`src/rtl/arb2_stream.sv`:
```
// rtl/arb2_stream.sv - two-input round-robin packet arbiter with single-entry output buffer
module arb2_stream #(
  parameter int WIDTH     = 8,
  parameter int MAX_BEATS = 16
) (
  input  logic             clk,
  input  logic             rst_n,
  input  logic             a_valid,
  input  logic [WIDTH-1:0] a_data,
  input  logic             a_last,
  output logic             a_ready,
  input  logic             b_valid,
  input  logic [WIDTH-1:0] b_data,
  input  logic             b_last,
  output logic             b_ready,
  output logic             out_valid,
  output logic [WIDTH-1:0] out_data,
  output logic             out_last,
  input  logic             out_ready,
  output logic             sel,
  output logic             err_trunc
);

  localparam int CW = $clog2(MAX_BEATS + 1);
  localparam logic [CW-1:0] MAX_CNT = CW'(MAX_BEATS);

  typedef enum logic [1:0] {IDLE, GRANT_A, GRANT_B} state_t;

  state_t           r_state;
  logic             r_prio;
  logic [CW-1:0]    r_beat_cnt;
  logic             r_out_valid;
  logic [WIDTH-1:0] r_out_data;
  logic             r_out_last;
  logic             r_sel;
  logic             r_err_trunc;

  logic             w_load_en;
  logic             w_a_ready;
  logic             w_b_ready;
  logic             w_acc;
  logic [WIDTH-1:0] w_in_data;
  logic             w_in_last;
  logic [CW-1:0]    w_cnt_inc;
  logic             w_wd_hit;
  logic             w_release;

  // The buffer can take a new beat when empty or when its current beat drains this edge.
  assign w_load_en = !r_out_valid | out_ready;
  assign w_a_ready = rst_n & (r_state == GRANT_A) & w_load_en;
  assign w_b_ready = rst_n & (r_state == GRANT_B) & w_load_en;
  assign w_acc     = (a_valid & w_a_ready) | (b_valid & w_b_ready);
  assign w_in_data = (r_state == GRANT_B) ? b_data : a_data;
  assign w_in_last = (r_state == GRANT_B) ? b_last : a_last;
  assign w_cnt_inc = r_beat_cnt + CW'(1);
  assign w_wd_hit  = (w_cnt_inc == MAX_CNT);
  assign w_release = w_acc & (w_in_last | w_wd_hit);

  always_ff @(posedge clk) begin
    if (!rst_n) begin
      r_state     <= IDLE;
      r_prio      <= 1'b0;
      r_beat_cnt  <= '0;
      r_out_valid <= 1'b0;
      r_out_data  <= '0;
      r_out_last  <= 1'b0;
      r_sel       <= 1'b0;
      r_err_trunc <= 1'b0;
    end else begin
      r_err_trunc <= w_acc & w_wd_hit & !w_in_last;

      if (w_acc) begin
        r_out_valid <= 1'b1;
        r_out_data  <= w_in_data;
        r_out_last  <= w_in_last | w_wd_hit;
      end else if (r_out_valid & out_ready) begin
        r_out_valid <= 1'b0;
      end

      case (r_state)
        IDLE: begin
          if (a_valid & b_valid) begin
            r_state <= r_prio ? GRANT_B : GRANT_A;
            r_sel   <= r_prio;
          end else if (a_valid) begin
            r_state <= GRANT_A;
            r_sel   <= 1'b0;
          end else if (b_valid) begin
            r_state <= GRANT_B;
            r_sel   <= 1'b1;
          end
        end
        GRANT_A, GRANT_B: begin
          if (w_release) begin
            // Hand priority to the other stream on every release, forced or normal.
            r_state    <= IDLE;
            r_sel      <= 1'b0;
            r_prio     <= (r_state == GRANT_A);
            r_beat_cnt <= '0;
          end else if (w_acc) begin
            r_beat_cnt <= w_cnt_inc;
          end
        end
        default: begin
          r_state <= IDLE;
          r_sel   <= 1'b0;
        end
      endcase
    end
  end

  assign a_ready   = w_a_ready;
  assign b_ready   = w_b_ready;
  assign out_valid = r_out_valid;
  assign out_data  = r_out_data;
  assign out_last  = r_out_last;
  assign sel       = r_sel;
  assign err_trunc = r_err_trunc;

endmodule
```
`config.mk`:
```
export PLATFORM = sky130hd
export DESIGN_NAME = arb2_stream
export DESIGN_NICKNAME = d
export VERILOG_FILES = /design/src/rtl/arb2_stream.sv
export SDC_FILE = /design/constraint.sdc
export NUM_CORES = 1
export LEC_CHECK = 0
export BUFFER_PORTS_ARGS = -buffer_cell sky130_fd_sc_hd__buf_2
export CAP_MARGIN = 40
export CORE_ASPECT_RATIO = 0.8
export CORE_MARGIN = 5
export CORE_UTILIZATION = 51
export DETAILED_ROUTE_END_ITERATION = 16
export GPL_TIMING_DRIVEN = 1
export PLACE_DENSITY = 0.79
export SLEW_MARGIN = 20
export SYNTH_ARGS = -nofsm -noshare
export SYNTH_HDL_FRONTEND = slang
export SYNTH_SLANG_ARGS = --single-unit
export TNS_END_PERCENT = 10
```
`constraint.sdc`:
```
create_clock -name clk -period 2.89 [get_ports clk]
set_input_delay 0.4335 -clock clk [delete_from_list [all_inputs] [get_ports clk]]
set_output_delay 0.4335 -clock clk [all_outputs]
set_load 0.05 [all_outputs]
```
## Word-level counts from Yosys, hierarchy flattened

Cells that the tools add are included.

| storage, ports and cells | value |
|---|---|
| bits in registers | 20 |
| output and inout port bits | 14 |
| logic and storage cells | 54 |

| cells by class | value |
|---|---|
| $add $sub $neg | 1 |
| equality and inequality tests | 5 |
| muxes and demuxes | 17 |
| bitwise operators | 14 |
| reductions and logical operators | 9 |

Operator list:

| operator | count |
|---|---|
| $and 1x1->1 | 11 |
| $mux 2 | 5 |
| $mux 5 | 2 |
| $mux 8 | 1 |
| $mux 1 | 7 |
| $reduce_and 2->1 | 3 |
| $add 5x1->5 const B | 1 |
| $eq 5x5->1 const B | 1 |
| $ne 4x4->1 const B | 1 |
| $pmux 2 s2 | 1 |
| $reduce_bool 2->1 | 2 |
| $or 1x1->1 | 3 |
| $eq 2x1->1 const B | 1 |
| $eq 2x2->1 const B | 1 |
| $logic_not 1->1 | 2 |
| $logic_not 2->1 | 1 |
| $ne 2x2->1 const B | 1 |
| $pmux 1 s2 | 1 |
| $reduce_or 2->1 | 1 |

## Logic depth before layout (Yosys ltp)

Gate-level depths: netlist (run 1).

| logic depth | value |
|---|---|
| word-level depth | 8 |
| depth in mapped cells | 7 |
| gate-level depth less buffers | 7 |

## Worst setup path after synthesis (run 1)

OpenSTA, ideal clock, no wires.

| timing | value |
|---|---|
| path type | register -> output |
| start | register r_state[1] |
| end | output b_ready |
| arrival time | 1.690 ns |
| setup slack | 0.767 ns |
| cell stages (with the launch flop) | 4 |
| path buffers | 1 |
| cells stage by stage | dfxtp_1 ha_1 buf_2 and3_1 |

| between the ends | value |
|---|---|
| word-level cells in the longest chain between the ends | 3 |

Ends and longest elaborated chain:

| element | RTL line | source |
|---|---|---|
| start: declaration | 29 | `state_t r_state;` |
| start signal: assignment | 83 | `r_state <= r_prio ? GRANT_B : GRANT_A;` |
| $eq 2x2->1 | 51 | `assign w_b_ready = rst_n & (r_state == GRANT_B) & w_load_en;` |
| $and 1x1->1 (2 in a row) | 51 |  |
| end: declaration | 15 | `output logic b_ready,` |

Every way passes these cells.

## Worst setup path after layout (run 1)

| timing | value |
|---|---|
| start | register r_state[0] |
| end | output b_ready |

The elaborated chain is that of the path after synthesis.

==> flow_metrics.tcl, run 1 <==
set metrics [dict create \
    outcome "completed" \
    port_buffers 36 \
    seq_area_um2 380 \
    antenna_found_initial 0 \
    vias 959 \
    cts_tree "built" \
    clock-sinks 19 \
    cts_buffers 3 \
    timing.setup.tns_ns 0 \
    die_w_um 59.3 \
    grt_overflow_total 0 \
    required_ns 2.46 \
    initial_core_util_pct 53.3 \
    stdcell_count 172 \
    hold_viol_final 0 \
    clockBufferDepth 2 \
    ioPinCount 37 \
    grt_usage_pct 17.3 \
    ant_nets 0 \
    ys_ff_latch 19 \
    fin_crit_sh_pct 68.6 \
    num_antenna_cells 0 \
    area_growth_pct 23.3 \
    clk_latency_ns 0.32 \
    critical_path_arrival_ns 1.55 \
    p_leak_nw 0.522 \
    grt_max_degree 20 \
    routed_via_density 5.58 \
    vdd_ir_drop_max_uv 678 \
    wl_met1_mm 1.03 \
    fp.dieH_um 49.4 \
    fin_area_um2 1220 \
    cp-start-kind "flop" \
    worst_pin_slew_ns 0.504 \
    end_kind "output port" \
    gp_congestion 0.797 \
    num_rows 14 \
    placed_area_um2 1190 \
    rsz0062_at_grt "no" \
    critical_path_class "flop to output port" \
    placed_cells 168 \
    grt_pass1_vias 900 \
    drc_errors 0 \
    synthCells 111 \
    dpl.hpwl_mm 1.83 \
    fmax_mhz 504 \
    cts.reportedPaths.clkPinSlew_ns 0.12 \
    seq_area_frac_synth_pct 38.4 \
    root_buffer "clkbuf_4" \
    die-area_um2 2930 \
    cts.repair.resized 0 \
    postCtsSetupBuffers 0 \
    dr.max_layer_used "met4" \
    synth_cell_type_count 29 \
    skew_ns 0.0138 \
    fillerInstances 170 \
    dr.pass1.iters 5 \
    finalSetupViolations 0 \
    synth_nets 138 \
    synth_warnings 0 \
    maxSlewHeadroom_pct 66.1 \
    hold_buffers 0 \
    dr_wl_met2_mm 1.14 \
    wl_met3_um 178 \
    final_layout_size_suffix_gt1_share_pct 33.1 \
    drt_iter0_drc 32 \
    totalPowerFinal_w 0.000866 \
    path_max_fanout 12 \
    grt_pass1_wl_mm 3.84 \
    wl_per_cell_um 13.9 \
    final_util_pct 65.7 \
    syn_avg_cell_area_um2 8.92 \
    syn_area_um2 990 \
    core_um2 1860 \
    wirelength_mm 2.40 \
    fin_nets 176 \
    multiInputGateArea_um2 572 \
    pwr_density_cell_nw_per_um2 710 \
    final_max_slew_viol_count 0 \
    cap_violations 0 \
    h-tree-depth 1 \
    finalCriticalPeriod_ns 1.98 \
    hold_class "input pin to flop" \
]
==> path summary, 6_finish.rpt <==
check | startpoint | end | slack, ns | depth (start not counted)
setup / recovery | r_state[0] | b_ready | 0.91 | 5
hold / removal | a_data[6] | out_data[6] | 0.43 | 3
setup reg to reg | r_state[0] | r_beat_cnt[3] | 0.96 | 7
hold reg to reg | r_state[1] | r_state[1] | 0.50 | 2
==> layer usage <==
layer | up-vias | GRT usage [%]
met3 | 8 | 6.08
met5 | - | 0
met2 | 35 | 28.7
met4 | 0 | 5.66
li1 | 486 | -
met1 | 430 | 20.3
==> registers in the layout, summed over array words and instances (netlist names) <==
name        cells
err_trunc       1
r_prio          1
r_beat_cnt      5
out_data        8
out_last        1
r_state         2
out_valid       1
==> metrics by stage <==
stage / setup slack (ns) / hold WS, ns
after floorplan: 0.767 / 0.451
after CTS: 0.898 / 0.435
after global placement: 1.10 / 0.469
final: 0.907 / 0.433
after global routing: 0.793 / 0.463
after detailed placement: 1.02 / 0.479
==> synth_stat cells <==
cell type,instances,share of area [%]
nor4_2,1,1.3
inv_1,3,1.1
nand4_1,3,1.9
inv_2,1,0.38
nor2_1,10,3.8
a21oi_1,5,2.5
buf_2,3,1.5
or3_1,1,0.63
and3_1,4,2.5
o21ai_0,2,1.0
nand4b_1,2,1.8
clkbuf_1,2,0.76
nand3_1,6,3.0
a22oi_1,1,0.76
and2_1,1,0.63
mux2i_1,11,11
nor3_2,1,1.0
mux2_4,1,1.5
o21ai_2,1,0.89
ha_1,4,5.1
dfxtp_1,19,38
nand2b_1,2,1.3
o221a_2,1,1.1
nand2_1,12,4.6
a211oi_1,9,6.8
a31oi_2,1,1.3
a31o_1,1,0.89
o311ai_1,2,1.8
nor2b_1,1,0.63
==> power breakdown <==
| group | switching [W] | internal, W |
|---|---|---|
| combinational | 0.000271 | 0.000128 |
| clock | 0.0000925 | 0.0000518 |
| sequential | 0.0000216 | 0.000301 |
| total | 0.000386 | 0.000481 |
==> area by class of cell <==
type / instances / share of cell area, %
clock inverters: 1 / 0.410
inverters: 4 / 1.23
flip-flops and latches: 19 / 31.2
well taps: 24 / 2.46
clock buffers: 3 / 1.85
multi-input cells: 83 / 46.9
repair buffers: 38 / 16.0
==> worst max-delay path, cell delays in order (launching register included) <==
cell and delay (ns):
dfxtp_1 0.34, inv_1 0.08, ha_1 0.15, buf_4 0.22, and3_1 0.18, buf_2 0.26
==> layout by cell type (no fill, tap or decap), types with 3 or more instances in the layout <==
cell type / instances
nand3_1: 6
mux2i_1: 11
a211oi_1: 9
nand4_1: 3
a21oi_1: 5
buf_2: 36
and3_1: 4
inv_1: 3
clkbuf_4: 3
ha_1: 4
dfxtp_1: 19
nor2_1: 10
nand2_1: 12
==> logic make-up (layout without fill, tap and decap cells) <==
kind of cell,after synthesis,in the layout,synth area share (%)
muxes,12,12,12.6
and+or+nand+nor,44,44,23.0
DFF,19,19,38.4
buffers and inverters,9,46,3.79
adders and majority gates,4,4,5.06
AOI/OAI and AO/OA,23,23,17.1
(Power assumes the default switching activity.)
==> run 2: changes to the inputs <==
- CORE_UTILIZATION: 51 -> 47
- PLACE_DENSITY: 0.79 -> 0.74
- clock period: 2.89 -> 2 ns (I/O delays scaled with it)
==> flow_metrics.tcl, run 2 (synthesis gave the netlist of run 1 again) <==
set metrics [dict create \
    outcome "completed" \
    grt_overflow_total 0 \
    totalPowerFinal_w 0.00124 \
    min-delay-start "a_valid" \
    critical_path_class "flop to output port" \
    cts.reportedPaths.clkPinSlew_ns 0.10 \
    rrSetupSlack_ns 0.22 \
    die-area_um2 3130 \
    r2r_end "r_beat_cnt[0]" \
    grt_pass1_vias 852 \
    wirelength_mm 2.29 \
    drc_errors 0 \
    fmax_mhz 533 \
    final_layout_size_suffix_gt1_share_pct 33.6 \
    routed_via_density 5.53 \
    reg2reg_from "r_state[0]" \
    hold_viol_final 0 \
    gr-max-usage-layer "met2" \
    largest_reg_flops 8 \
    num_rows 14 \
    fin_crit_sh_pct 93.7 \
    clock-sinks 19 \
    final_util_pct 63.8 \
    vdd_ir_drop_max_uv 833 \
    drt_iter0_drc 51 \
    initial_core_util_pct 50.9 \
    hold_depth 3 \
    path_max_fanout 9 \
    ant_nets 0 \
    final_common_cell "buf_2" \
    dr.pass1.iters 4 \
    required_ns 1.70 \
    grt_max_degree 20 \
    hold_buffers 0 \
    num_antenna_cells 0 \
    finalCriticalPeriod_ns 1.87 \
    final_max_slew_viol_count 0 \
    min_to "r_state[0]" \
    clk_latency_ns 0.30 \
    grt_pass1_wl_mm 3.76 \
    end_kind "output port" \
    critical_path_arrival_ns 1.57 \
    pwr_density_cell_nw_per_um2 1000 \
    worst_pin_slew_ns 0.467 \
    clockBufferDepth 2 \
    cap_violations 0 \
    dpl.hpwl_mm 1.79 \
    vias 957 \
    stdcell_count 173 \
    area_growth_pct 25.3 \
    cts_buffers 3 \
    hold_class "input pin to flop" \
    ioPinCount 37 \
    cts_tree "built" \
    skew_ns 0.00112 \
    die_w_um 61.3 \
    port_buffers 36 \
    fp.dieH_um 51.0 \
    grt_usage_pct 16.1 \
    rsz0062_at_grt "no" \
    core_um2 1940 \
    p_leak_nw 0.523 \
    met1_usage_pct 19.9 \
    placed_cells 169 \
    h-tree-depth 1 \
    wl_per_cell_um 13.2 \
    timing.setup.tns_ns 0 \
    finalSetupViolations 0 \
    rr_worst_depth 7 \
    maxSlewHeadroom_pct 68.8 \
    cp-start-kind "flop" \
    final_cell_mix "35 x buf_2, 19 x dfxtp_1, 12 x nand2_1" \
    antenna_found_initial 0 \
    fin_nets 177 \
    root_buffer "clkbuf_4" \
    gp_congestion 0.906 \
    met3_usage_pct 5.79 \
    grt_use_met2_pct 26.1 \
]
run 2: cell count changes in the layout (fill, tap and decap cells not counted), sizes merged:
cell / change
clkbuf: +2
clkinv: -1
run 2: what timing repair did:
action | CTS | global route
gates resized for setup | 0 | 3
setup buffers | 0 | 0
setup endpoints to repair | 0 | 2
run 2: where the power goes:
part           internal, W  switching [W]  leakage (nW)
combinational     0.000193       0.000395         0.354
sequential        0.000435      0.0000311         0.154
clock            0.0000778       0.000112        0.0150
total             0.000706       0.000538         0.523
run 2: worst max-delay path by stage:
stage / from / end / depth (start not counted) / slack, ns
after floorplan: r_state[1] / r_state[0] / 6 / 0.004
after global placement: r_state[0] / r_beat_cnt[0] / 7 / 0.28
after detailed placement: r_state[1] / r_beat_cnt[4] / 6 / 0.21
after CTS: r_state[0] / b_ready / 5 / 0.04
after global routing: r_state[0] / b_ready / 5 / 0.04
final: r_state[0] / b_ready / 5 / 0.13
run 2: layer usage:
metal	vias up	share of wire, %
li1	483	-
met1	432	40
met2	36	50
met3	6	8.4
met4	0	1.7
met5	-	0
run 2: per-stage QoR:
step | area [um^2] | hold slack [ns] | setup slack, ns
detailed placement | 1200 | 0.472 | 0.212
global route | 1240 | 0.304 | 0.0353
CTS | 1230 | 0.301 | 0.0406
global placement | 1200 | 0.468 | 0.278
floorplan | 990 | 0.451 | 0.00439
finish | 1240 | 0.308 | 0.125
run 2: final cells by class:
| class | instances | area (um^2) |
|---|---|---|
| inverters | 4 | 15.0 |
| flip-flops and latches | 19 | 380 |
| fillers | 155 | 704 |
| repair buffers | 39 | 205 |
| multi-input cells | 83 | 583 |
| well taps | 24 | 30.0 |
| clock buffers | 4 | 26.3 |
run 2: critical path, stage by stage (launching register included):
cell	delay (ns)
dfxtp_1	0.33
inv_1	0.09
ha_2	0.23
buf_4	0.21
and3_1	0.18
clkbuf_4	0.23
==> run 3: changes to the inputs <==
==> constraint.sdc (replaced) <==
create_clock -name clk -period 2 [get_ports clk]
set_input_delay 0.1 -clock clk [delete_from_list [all_inputs] [get_ports clk]]
set_output_delay 0.1 -clock clk [all_outputs]
set_load 0.05 [all_outputs]
==> flow_metrics.tcl, run 3 (synthesis gave the netlist of run 1 again) <==
set metrics [dict create \
    outcome "completed" \
    finalSetupViolations 0 \
    cts_buffers 3 \
    largest_reg_flops 8 \
    rr_worst_depth 7 \
    ioPinCount 37 \
    grt_pass1_vias 852 \
    p_leak_nw 0.525 \
    cts_tree "built" \
    fin_nets 177 \
    die-area_um2 3130 \
    core_um2 1940 \
    num_antenna_cells 0 \
    h-tree-depth 1 \
    finalCriticalPeriod_ns 1.79 \
    skew_ns 0.00328 \
    num_rows 14 \
    cp-start-kind "flop" \
    initial_core_util_pct 50.9 \
    wl_per_cell_um 13.3 \
    area_growth_pct 25.0 \
    vias 954 \
    hold_buffers 0 \
    hold_viol_final 0 \
    min_to "r_state[0]" \
    ant_nets 0 \
    drc_errors 0 \
    worst_pin_slew_ns 0.471 \
    timing.setup.tns_ns 0 \
    dpl.hpwl_mm 1.79 \
    dr_wl_met2_mm 1.16 \
    final_layout_size_suffix_gt1_share_pct 33.6 \
    final_common_cell "buf_2" \
    maxSlewHeadroom_pct 68.6 \
    dr.pass1.iters 4 \
    end_kind "flop" \
    critical_path_class "flop to flop" \
    cap_violations 0 \
    clk_latency_ns 0.30 \
    rrSetupSlack_ns 0.21 \
    grt_pass1_wl_mm 3.76 \
    rsz0062_at_grt "no" \
    final_max_slew_viol_count 0 \
    wl_met3_um 154 \
    antenna_found_initial 0 \
    root_buffer "clkbuf_4" \
    grt_overflow_total 0 \
    totalPowerFinal_w 0.00125 \
    cts.reportedPaths.clkPinSlew_ns 0.10 \
    wirelength_mm 2.30 \
    min-delay-start "a_valid" \
    wl_met1_um 951 \
    vdd_ir_drop_max_uv 914 \
    hold_depth 3 \
    clockBufferDepth 2 \
    path_max_fanout 6 \
    reg2reg_from "r_state[0]" \
    required_ns 2.24 \
    clock-sinks 19 \
    fmax_mhz 558 \
    grt_usage_pct 16.1 \
    routed_via_density 5.51 \
    grt_max_degree 20 \
    port_buffers 36 \
    r2r_end "r_beat_cnt[0]" \
    final_util_pct 63.6 \
    critical_path_arrival_ns 2.03 \
    fp.dieH_um 51.0 \
    die_w_um 61.3 \
    dr.max_layer_used "met4" \
    gp_congestion 0.906 \
    hold_class "input pin to flop" \
    pwr_density_cell_nw_per_um2 1010 \
    fin_crit_sh_pct 89.7 \
    final_cell_mix "36 x buf_2, 19 x dfxtp_1, 11 x mux2i_1, 11 x nand2_1, 10 x nor2_1" \
    drt_iter0_drc 44 \
]
[run 3: cell types whose count changed in the layout (fill, tap and decap cells not counted), sizes merged]
cell,change
buf,+1
clkbuf,-1
[run 3: layer usage]
metal / up-vias / track usage, %
met5: - / 0
met4: 0 / 4.69
met3: 6 / 5.79
met2: 27 / 26.1
met1: 436 / 19.9
li1: 485 / -
[run 3: final cells by class]
class	instances	area, um^2
inverter	4	15.0
timing repair buffer	39	203
fill	159	707
multi-input combinational	83	583
clock buffer	4	26.3
sequential	19	380
tap	24	30.0
[run 3: critical path: stages (launching register included)]
cell and delay [ns]:
dfxtp_1 0.34, inv_1 0.09, ha_1 0.26, a22oi_1 0.21
nor3_2 0.23, nand2_2 0.14, or3_1 0.32, a21oi_1 0.14
[run 3: how the worst max path moves through the flow]
| stage | start | endpoint | slack (ns) |
|---|---|---|---|
| finish | r_state[0] | r_beat_cnt[0] | 0.21 |
| global route | r_state[0] | out_data[3] | 0.02 |
| floorplan | r_state[1] | r_state[0] | 0.004 |
| detailed placement | r_state[1] | r_beat_cnt[4] | 0.21 |
| CTS | r_state[1] | r_beat_cnt[4] | 0.17 |
| global placement | r_state[0] | r_beat_cnt[0] | 0.28 |
[run 3: power by group]
part	leakage [nW]	switching [W]	internal [W]
Clock	0.0150	0.000115	0.0000778
Sequential	0.154	0.0000309	0.000435
Combinational	0.356	0.000399	0.000192
[run 3: repair_timing]
item                       4_1_cts  5_1_grt
gates resized for setup          0        2
setup endpoints to repair        0        1
setup buffers                    0        0
[run 3: stage by stage]
step / instances / setup WS, ns / hold slack, ns / instance area, um^2
CTS: 173 / 0.171 / 0.101 / 1230
global placement: 169 / 0.278 / 0.421 / 1200
global route: 173 / 0.0231 / 0.104 / 1240
floorplan: 111 / 0.00439 / 0.273 / 990
finish: 173 / 0.207 / 0.104 / 1240
detailed placement: 169 / 0.212 / 0.432 / 1200
